**src/rtl/pair_gen_pkg.sv**
```systemverilog
// Shared definitions for the pair-count serializer (transmit) and its receive-side peer.
//   WORD_W     : bits per serialized word
//   PAIR_CNT_W : width of the 1->0 pair count (must hold WORD_W/2)
//   pg_state_e : transmit FSM states
package pair_gen_pkg;

  localparam int unsigned WORD_W     = 8;
  localparam int unsigned PAIR_CNT_W = 4;

  typedef enum logic [1:0] {
    IDLE  = 2'd0,
    SHIFT = 2'd1,
    DONE  = 2'd2
  } pg_state_e;

endpackage

```
**src/rtl/pair_gen_tx_piso_shifter.sv**
```systemverilog
// Parallel-in serial-out shift register; shifts right, serial bit is bit 0.
//   clk, rst  : clock, async active-low reset
//   load_en   : load load_data (has priority over shift_en)
//   shift_en  : shift right by one, zero fill at the MSB
//   load_data : parallel word
//   ser       : current serial bit (shreg[0])
module piso_shifter #(
  parameter int unsigned WIDTH = 8
) (
  input  logic             clk,
  input  logic             rst,
  input  logic             load_en,
  input  logic             shift_en,
  input  logic [WIDTH-1:0] load_data,
  output logic             ser
);

  logic [WIDTH-1:0] shreg;

  // Load wins over shift so a new word never picks up a stale shift.
  always_ff @(posedge clk or negedge rst) begin
    if (!rst) begin
      shreg <= '0;
    end else if (load_en) begin
      shreg <= load_data;
    end else if (shift_en) begin
      shreg <= {1'b0, shreg[WIDTH-1:1]};
    end
  end

  assign ser = shreg[0];

endmodule

```
**src/rtl/pair_gen_tx.sv**
```systemverilog
// Serializes a word LSB-first over a bit-level valid/ready link and counts the
// 1->0 bit pairs sent within the word, reporting the count when the word completes.
//   clk, rst            : clock, async active-low reset
//   in_valid/in_ready   : word handshake, in_data is the word
//   ser_out/ser_valid   : serial bit and its valid
//   ser_ready           : sink accepts the current bit
//   ser_last            : current bit is the word's MSB
//   done                : one-cycle pulse after the last bit is accepted
//   pair_count          : 1->0 pair count of the last completed word
module pair_gen_tx
  import pair_gen_pkg::*;
#(
  parameter int unsigned WIDTH = WORD_W,
  parameter int unsigned CNT_W = PAIR_CNT_W
) (
  input  logic             clk,
  input  logic             rst,
  input  logic             in_valid,
  input  logic [WIDTH-1:0] in_data,
  output logic             in_ready,
  output logic             ser_out,
  output logic             ser_valid,
  input  logic             ser_ready,
  output logic             ser_last,
  output logic             done,
  output logic [CNT_W-1:0] pair_count
);

  localparam int unsigned IDX_W = (WIDTH > 2) ? $clog2(WIDTH) : 1;
  localparam logic [IDX_W-1:0] LAST_IDX = IDX_W'(WIDTH - 1);

  pg_state_e        state_q, state_d;
  logic [IDX_W-1:0] idx_q, idx_d;
  logic [CNT_W-1:0] cnt_q, cnt_d;
  logic [CNT_W-1:0] pair_count_d;
  logic             prev_q, prev_d;
  logic             load_en, shift_en;
  logic             pair_inc;
  logic             ser_bit;

  piso_shifter #(
    .WIDTH (WIDTH)
  ) u_shifter (
    .clk       (clk),
    .rst       (rst),
    .load_en   (load_en),
    .shift_en  (shift_en),
    .load_data (in_data),
    .ser       (ser_bit)
  );

  assign ser_out = ser_bit;

  // A pair ends on the bit being sent now; bit 0 never closes a pair.
  assign pair_inc = (idx_q != '0) && prev_q && !ser_bit;

  // State and datapath registers.
  always_ff @(posedge clk or negedge rst) begin
    if (!rst) begin
      state_q    <= IDLE;
      idx_q      <= '0;
      cnt_q      <= '0;
      prev_q     <= 1'b0;
      pair_count <= '0;
    end else begin
      state_q    <= state_d;
      idx_q      <= idx_d;
      cnt_q      <= cnt_d;
      prev_q     <= prev_d;
      pair_count <= pair_count_d;
    end
  end

  // Next-state and datapath control.
  always_comb begin
    state_d      = state_q;
    idx_d        = idx_q;
    cnt_d        = cnt_q;
    prev_d       = prev_q;
    pair_count_d = pair_count;
    load_en      = 1'b0;
    shift_en     = 1'b0;

    case (state_q)
      IDLE: begin
        if (in_valid) begin
          load_en = 1'b1;
          idx_d   = '0;
          cnt_d   = '0;
          prev_d  = 1'b0;
          state_d = SHIFT;
        end
      end

      SHIFT: begin
        if (ser_ready) begin
          shift_en = 1'b1;
          prev_d   = ser_bit;
          cnt_d    = cnt_q + CNT_W'(pair_inc);
          if (idx_q == LAST_IDX) begin
            pair_count_d = cnt_q + CNT_W'(pair_inc);
            idx_d        = '0;
            state_d      = DONE;
          end else begin
            idx_d = idx_q + IDX_W'(1);
          end
        end
      end

      DONE: begin
        state_d = IDLE;
      end

      default: begin
        state_d = IDLE;
      end
    endcase
  end

  // Handshake/status outputs registered from the next state so they never
  // depend combinationally on ser_ready or in_valid.
  always_ff @(posedge clk or negedge rst) begin
    if (!rst) begin
      in_ready  <= 1'b1;
      ser_valid <= 1'b0;
      ser_last  <= 1'b0;
      done      <= 1'b0;
    end else begin
      in_ready  <= (state_d == IDLE);
      ser_valid <= (state_d == SHIFT);
      ser_last  <= (state_d == SHIFT) && (idx_d == LAST_IDX);
      done      <= (state_d == DONE);
    end
  end

endmodule

```
**config.mk**
```make
export PLATFORM = sky130hd
export DESIGN_NAME = pair_gen_tx
export DESIGN_NICKNAME = d
export VERILOG_FILES = /design/src/rtl/pair_gen_pkg.sv /design/src/rtl/pair_gen_tx_piso_shifter.sv /design/src/rtl/pair_gen_tx.sv
export SDC_FILE = /design/constraint.sdc
export NUM_CORES = 1
export LEC_CHECK = 0
export CAP_MARGIN = 20
export CORE_MARGIN = 2
export CORE_UTILIZATION = 40
export CTS_CLUSTER_DIAMETER = 30
export DETAILED_ROUTE_END_ITERATION = 10
export HOLD_SLACK_MARGIN = 0.12
export PLACE_DENSITY = 0.65
export RECOVER_POWER = 25
export SYNTH_ARGS = -nofsm -noshare
export SYNTH_HDL_FRONTEND = slang
export SYNTH_SLANG_ARGS = --single-unit
```
**constraint.sdc**
```tcl
create_clock -name clk -period 2.8 [get_ports clk]
set_clock_uncertainty 0.05 [all_clocks]
set_input_delay 0.56 -clock clk [delete_from_list [all_inputs] [get_ports clk]]
set_output_delay 0.56 -clock clk [all_outputs]
set_load 0.005 [all_outputs]
```
* Yosys cells after proc, flatten, opt, wreduce, memory -nomap -nowiden *
Cells that the tools add are included.

cells by class
  add/subtract/negate cells = 2
  eq/ne operators = 7
  mux-type cells = 20
  reductions and logical operators = 11

operators by type and width
  kind                   count
  $mux W8                2
  $mux W3                3
  $mux W4                2
  $pmux W4 S2            1
  $eq A3 B3 Y1 const B   2
  $mux W1                6
  $mux W2                3
  $pmux W3 S2            1
  $reduce_and A3 Y1      2
  $add A4 B1 Y4          1
  $eq A2 B1 Y1 const B   2
  $logic_not A2 Y1       2
  $ne A2 B2 Y1 const B   2
  $pmux W2 S2            1
  $reduce_bool A2 Y1     2
  $add A3 B1 Y3 const B  1
  $logic_and A1 B1 Y1    3
  $reduce_bool A3 Y1     1
  $eq A2 B2 Y1 const B   1
  $pmux W1 S2            1
  $logic_not A1 Y1       1

storage, ports and cells
  flip-flop bits (word level) = 26
  bits of input ports = 12

* Longest topological paths before layout *
Gate-level depths: netlist of run 1.

  word-level depth = 6
  depth in mapped cells = 9

* By module *
Synthesis of run 1 repeated with hierarchy kept, for this count alone.

second synthesis, totals
  cell total of the unflattened synthesis = 112
  area total of the unflattened synthesis = 1,268.7 um^2

by module, submodules not included
  module        instances  cells each  area each (um^2)  seq. area each (um^2)
  pair_gen_tx   1          78          899.6             451.7
  piso_shifter  1          34          369.1             200.2

* Least setup slack after synthesis of run 1 *
OpenSTA, ideal clock, no wires.

  kind = reg-to-reg
  from = register idx_q[0]
  to = register cnt_q[2]
  library setup time = 0.132 ns
  arrival = 1.595 ns
  setup slack = 1.023 ns
  stages on the path, launching flop included = 10
  buffers on the path = 0
  period minus slack after synthesis = 1.777 ns
  cell sequence = dfrtp_1 > inv_1 > ha_1 > nor2b_1 > nor3b_1 > ha_1 > ha_1 > inv_1 > a311oi_1 > mux2i_1

between the ends
  cells in the longest elaborated chain, start to end = 6

ends and longest elaborated chain
  item                              RTL line           RTL
  start: declaration                pair_gen_tx.sv:33  logic [IDX_W-1:0] idx_q, idx_d;
  start signal: assignment          pair_gen_tx.sv:67  idx_q <= idx_d;
  $reduce_bool A3 Y1                pair_gen_tx.sv:55  assign pair_inc = (idx_q != '0) && prev_q && !ser_bit;
  $logic_and A1 B1 Y1 (2 in a row)  pair_gen_tx.sv:55
  $add A4 B1 Y4                     pair_gen_tx.sv:99  cnt_d = cnt_q + CNT_W'(pair_inc);
  $mux W4                           pair_gen_tx.sv:96  if (ser_ready) begin
  $pmux W4 S2                       pair_gen_tx.sv:84  case (state_q)
  end signal: assignment            pair_gen_tx.sv:68  cnt_q <= cnt_d;
  end: declaration                  pair_gen_tx.sv:34  logic [CNT_W-1:0] cnt_q, cnt_d;

Every way passes these cells. The select of a mux whose other input is x is not followed.
A chain may end at the register's enable or synchronous reset.

* Worst setup path in the final report of run 1 *
  from = register in_ready
  to = output port in_ready

RTL lines
  item                      RTL line            RTL
  start: declaration        pair_gen_tx.sv:20   output logic in_ready,
  start signal: assignment  pair_gen_tx.sv:129  in_ready <= (state_d == IDLE);

No word-level cell between the ends.

==> results of run 1 <==
## metal layers
metal | part of all wire [%] | vias up | track usage, %
met5 | 0 | - | 0
met4 | 1.9 | 0 | 6.522
met3 | 3.5 | 5 | 1.891
met2 | 46 | 23 | 22.95
met1 | 48 | 446 | 21.00
li1 | - | 453 | -
## path summary, 6_finish.rpt
kind,end,slack [ps],cells after the start
hold / removal,prev_q,450,1
min in group asynchronous,done,1000,2
hold reg to reg,prev_q,450,1
setup reg to reg,cnt_q[2],860,9
setup / recovery,in_ready,840,1
max in group asynchronous,ser_valid,910,2
## final cells by class
cell class	instances	area, µm²
Fill cell	287	1490
Inverter	7	26.28
Clock inverter	1	30.03
Tap cell	44	55.05
Timing Repair Buffer	24	226.5
Clock buffer	3	22.52
Sequential cell	26	651.9
Multi-Input combinational cell	76	575.6
## power groups by stage
stage	clock network, mW	logic [mW]	registers [mW]
after floorplan	0	0.353	0.570
after global placement	0	0.461	0.605
after detailed placement	0	0.470	0.611
after CTS	0.266	0.472	0.602
after global routing	0.282	0.518	0.621
final	0.255	0.461	0.600
## per-stage QoR
step / setup slack, ps / area (µm²) / power (mW)
finish: 844.8 / 1588 / 1.315
floorplan: 1023 / 1303 / 0.9223
global route: 558.8 / 1588 / 1.421
CTS: 823.3 / 1592 / 1.340
detailed placement: 735.4 / 1539 / 1.080
global placement: 771.4 / 1539 / 1.066
## Yosys cell counts
cell type,count
buf_4,2
nor2_1,1
nor4_2,1
or3_1,1
o21bai_1,1
clkbuf_1,2
a311oi_1,2
a32o_1,2
xnor2_1,2
or3b_1,1
buf_6,1
nand3b_1,1
dfrtp_1,25
nand3_1,4
nor3b_2,1
mux2i_1,9
inv_1,7
nor3b_1,2
and3b_1,1
nand2_1,6
o21ai_0,10
nand4b_4,1
dfstp_2,1
nor2b_1,4
a21o_1,2
a22o_1,1
a211oi_1,1
and2_1,1
o21ai_1,11
or2_4,1
o21bai_2,1
a221oi_1,1
buf_2,3
mux2_1,2
ha_1,5
## logic make-up (layout without fill, tap and decap cells)
group / count (synthesis) / count (layout)
XOR/XNOR: 2 / 2
adder cells (fa/ha/maj): 5 / 5
multiplexers: 11 / 11
flip-flops: 26 / 26
AND/OR/NAND/NOR: 26 / 26
buffers and inverters: 15 / 35
AO/OA/AOI/OAI: 32 / 32
## flip-flops by register name (all words and copies together), names as in the netlist
register,count
u_shifter.shreg,8
in_ready,1
state_q,2
pair_count,4
idx_q,3
prev_q,1
cnt_q,4
ser_valid,1
ser_last,1
done,1
==> results.toml, run 1 <==
[critical_path]
arrival_ps = 1350
cp_data_required_time_ps = 2190
slowest_stage = "dfstp_2"
crit_start = "in_ready"
startpoint_type = "register"
r2r-start = "idx_q[0]"
path_delay_family = "flip-flops"
worst-path-buf-inv = 1
cp_slowest_stage_delay_ps = 540
path_max_fanout = 1
crit_chain = "clkdlybuf4s50_1"
worstSetupEndpointType = "primary output"
path_class = "reg2out"

[routing]
viasPerCell = 5.122
dr_total_vias = 927
antenna_left = 0
drc = 0
dr.first_iter.drc_count = 36
drt_pass1_iterations = 4
avgRoutedWirePerCell_um = 12.67
routed_wl_um = 2294

[die]
placementRows = 20
coreArea_um2 = 3078
die_area_um2 = 3729
die_y_um = 61.07
initial_core_util_pct = 42.32
die_x_um = 61.07
io_pins = 21

[power]
p_leak_nw = 0.7020
powerDensity_nw_per_um2 = 828.3
pwr-share-clk_pct = 19.4
switching_share_pct = 32.09
comb_power_share_pct = 35.0
p_int_uw = 893.1
peakVddDrop_mv = 0.4196
power_switching_uw = 422.1
seq_power_share_pct = 45.6

[sta]
relSlewSlack_pct = 9.641
final_max_slew_viol_count = 0
rsz0062_at_grt = "no"
tns_ps = 0
fin_crit_sh_pct = 69.83
max_freq_mhz = 511.5
min_period_ps = 1955
worst_pin_slew_ps = 1355
hold_violations = 0
holdWs_ps = 448.5
setup_viol = 0

[layout]
final_cell_mix = "dfrtp_1 (25), clkdlybuf4s50_1 (19), o21ai_1 (11), o21ai_0 (10), mux2i_1 (9)"
final_common_cell = "dfrtp_1"
final_cells = 181
finish.utilization_pct = 51.59
area_growth_pct = 21.90
fin_nets = 155
antenna_cells = 0
drive_gt1_share_pct = 9.489

[clock_tree]
cts_buffers = 3
clkLatencyLatePin_ps = 320
post_cts_buffers = 0
holdBufCountCts = 0
clock_sinks = 26
clk_root_buffer_cell = "clkbuf_4"
clk_pin_slew_worst_paths_ps = 140
cts_tree = "done"
cts_resized = 0
cts.htree.levels = 1
clockBufferDepth = 2

[synth]
seq_area_frac_synth_pct = 50.05
avgSynthCellArea_um2 = 11.13
synth_xor_area_share_pct = 1.345
synth_seq_cells = 26
synth_area_leaders = "dfrtp_1 (48%), mux2i_1 (6.9%), ha_1 (4.8%)"
synth_area_um2 = 1302
synth-adder-area-share_pct = 4.803
post-synth-top-area-cell = "dfrtp_1"
syn_nets = 134
synthMuxAreaShare_pct = 8.646
synth_compound_area_share_pct = 15.47
syn_inst = 117
yosys.area_share.simple_pct = 13.93
ys.warnings.count = 0
synth_cell_types = 35
synth_top_family_by_area = "compound AO/OA/AOI/OAI gates"
synth_top_area_share_pct = 48.03

[flow_run]
maxCapViolCount = 0

[placement]
dp.cells = 177
dpl.hpwl_um = 1643
gp_congestion = 0.7455
numPortBuffers = 20

[grt]
overflow = 0
antenna_found_initial = 0
grt_max_degree = 27
grt_pass1_wl_um = 4077
grt_usage_pct = 14.85
grt_pass1_vias = 912

[run_status]
outcome = "finished, final reports clean"

[worst_hold_path]
worstHoldStart = "prev_q"
hold_class = "reg2reg"
No activity file was read; power rests on OpenSTA's default activity.
==> run 2, diff against run 1 <==
Settings changed: PLACE_DENSITY 0.65 to 0.67.
Clock period 2.8 ns to 1.7 ns, I/O delays scaled along.
==> run 2 against run 1 <==
  * The flow now finishes with violations (setup timing)
  * Setup slack got worse by 870 ps
  * Clock power rose by 68%
  * Non-clock buffer count rose by 13
  * Sequential power rose by 57%
  * Global-route usage rose by 0.84 points
  * Critical endpoint is now cnt_q[2]
  * Combinational power rose by 130%
  * Total power rose by 84%
  * Largest power group is now combinational logic
  * Clock-buffer cell count did not move
  * Via count rose by 8.3%
  * Critical path type is now reg2reg
  * Sequential share of layout area fell by 3.6 points
==> results.toml, run 2 (synthesis gave the netlist of run 1 again) <==
[run_status]
outcome = "finished, violations left"
violations = "setup timing"

[clock_tree]
clock_sinks = 26
clkLatencyLatePin_ps = 320
clk_root_buffer_cell = "clkbuf_4"
clockBufferDepth = 2
cts_tree = "done"
clk_pin_slew_worst_paths_ps = 150
cts.htree.levels = 1
cts_buffers = 3

[die]
io_pins = 21
die_area_um2 = 3729
coreArea_um2 = 3078
die_x_um = 61.07
placementRows = 20
initial_core_util_pct = 42.32
die_y_um = 61.07

[worst_hold_path]
worstHoldStart = "pair_count[2]"
min_to = "pair_count[2]"
hold_class = "reg2reg"
hold_depth = 2

[routing]
antenna_left = 0
drt_pass1_iterations = 4
avgRoutedWirePerCell_um = 13.38
dr_total_vias = 1004
dr.first_iter.drc_count = 37
routed_wl_um = 2596
viasPerCell = 5.175
drc = 0

[sta]
hold_violations = 0
setup_viol = 3
rsz0062_at_grt = "yes"
layout_setup_ws_ps = -29.59
final_max_slew_viol_count = 0
relSlewSlack_pct = 58.23
min_period_ps = 1730
fin_crit_sh_pct = 101.7
worst_pin_slew_ps = 626.6
max_freq_mhz = 578.2

[critical_path]
ff2ff_setup_slack_ps = -30
r2r-end = "cnt_q[2]"
r2r-start = "idx_q[0]"
worstSetupEndpointType = "register"
path_class = "reg2reg"
startpoint_type = "register"
r2r_cells = 9
path_max_fanout = 2
cp_data_required_time_ps = 1870
arrival_ps = 1900

[power]
peakVddDrop_mv = 0.6283
powerDensity_nw_per_um2 = 1393
p_leak_nw = 0.7811

[layout]
largest_register_ffs = 8
fin_nets = 168
drive_gt1_share_pct = 24.67
fill_cells = 282
largest-register = "u_shifter.shreg"
final_cell_mix = "dfrtp_1 (25), clkdlybuf4s50_1 (18), buf_4 (16), o21ai_1 (11), o21ai_0 (10)"
final_cells = 194
antenna_cells = 0
final_common_cell = "dfrtp_1"
reg_top3 = "u_shifter.shreg x8, cnt_q x4, pair_count x4"
area_growth_pct = 33.62

[placement]
dpl.hpwl_um = 1895
pre_cts_ws_ps = -112.7
dp.cells = 189
gp_congestion = 0.7913
numPortBuffers = 20

[flow_run]
maxCapViolCount = 0

[grt]
grt_usage_pct = 15.69
grt_pass1_vias = 950
grt_pass1_wl_um = 4347
grt_max_degree = 27
overflow = 0
antenna_found_initial = 0
[run 2: cell types whose count changed in the layout (fill, tap and decap cells not counted), sizes merged]
cell and change:
buf +13, dlygate4sd2 +1, clkdlybuf4s50 -1
[run 2: cell type report]
class | count | area [µm²] | area share, %
clock buffer | 3 | 22.52 | 1.294
multi-input combinational | 76 | 630.6 | 36.23
timing repair buffer | 37 | 324.1 | 18.62
inverter | 7 | 26.28 | 1.510
sequential | 26 | 651.9 | 37.46
tap | 44 | 55.05 | 3.163
clock inverter | 1 | 30.03 | 1.725
[run 2: power by group]
| part | switching (mW) | total [mW] | internal (mW) |
|---|---|---|---|
| Combinational | 0.481 | 1.05 | 0.570 |
| Sequential | 0.123 | 0.944 | 0.821 |
| Clock | 0.191 | 0.429 | 0.238 |
[run 2: per-stage QoR]
stage | utilization [%] | power [mW] | cell area [µm²] | hold WS (ps) | TNS, ps
floorplan | - | 1.543 | 1324 | -5.591 | -107.3
global placement | 53.62 | 1.888 | 1650 | 418.5 | -1663
detailed placement | 53.62 | 1.930 | 1650 | 424.3 | -1587
CTS | 55.81 | 2.371 | 1718 | 314.3 | -45.77
global route | 56.54 | 2.590 | 1740 | 489.2 | -413.3
finish | 56.54 | 2.424 | 1740 | 450.3 | -65.39
[run 2: how the worst max path moves through the flow]
| stage | startpoint | end | slack [ps] | cells after the start |
|---|---|---|---|---|
| floorplan | idx_q[0] | cnt_q[2] | -50 | 9 |
| global placement | ser_ready | u_shifter.shreg[7] | -140 | 4 |
| detailed placement | ser_ready | u_shifter.shreg[7] | -110 | 4 |
| CTS | idx_q[1] | cnt_q[2] | -40 | 9 |
| global route | idx_q[0] | cnt_q[2] | -100 | 9 |
| finish | idx_q[0] | cnt_q[2] | -30 | 9 |
[run 2: critical path: stages, from the launching register on]
cell	delay [ps]
dfrtp_1	370
inv_1	50
ha_2	170
nor2b_4	120
nor3b_2	160
ha_2	240
ha_4	140
inv_1	30
a311oi_1	210
mux2i_1	100
[run 2: routing by layer]
layer | track usage, % | vias up | part of all wire [%]
met1 | 20.43 | 497 | 46
met2 | 26.90 | 22 | 48
met5 | 0 | - | 0
li1 | - | 479 | -
met3 | 3.151 | 6 | 4.5
met4 | 3.727 | 0 | 1.5
[run 2: repair_timing]
action | 4_1_cts | 5_1_grt
endpoints found under the setup margin | 6 | 8
pin swaps | 1 | 3
gates resized for setup | 4 | 4
buffers inserted | 0 | 1
hold buffers | 0 | 0
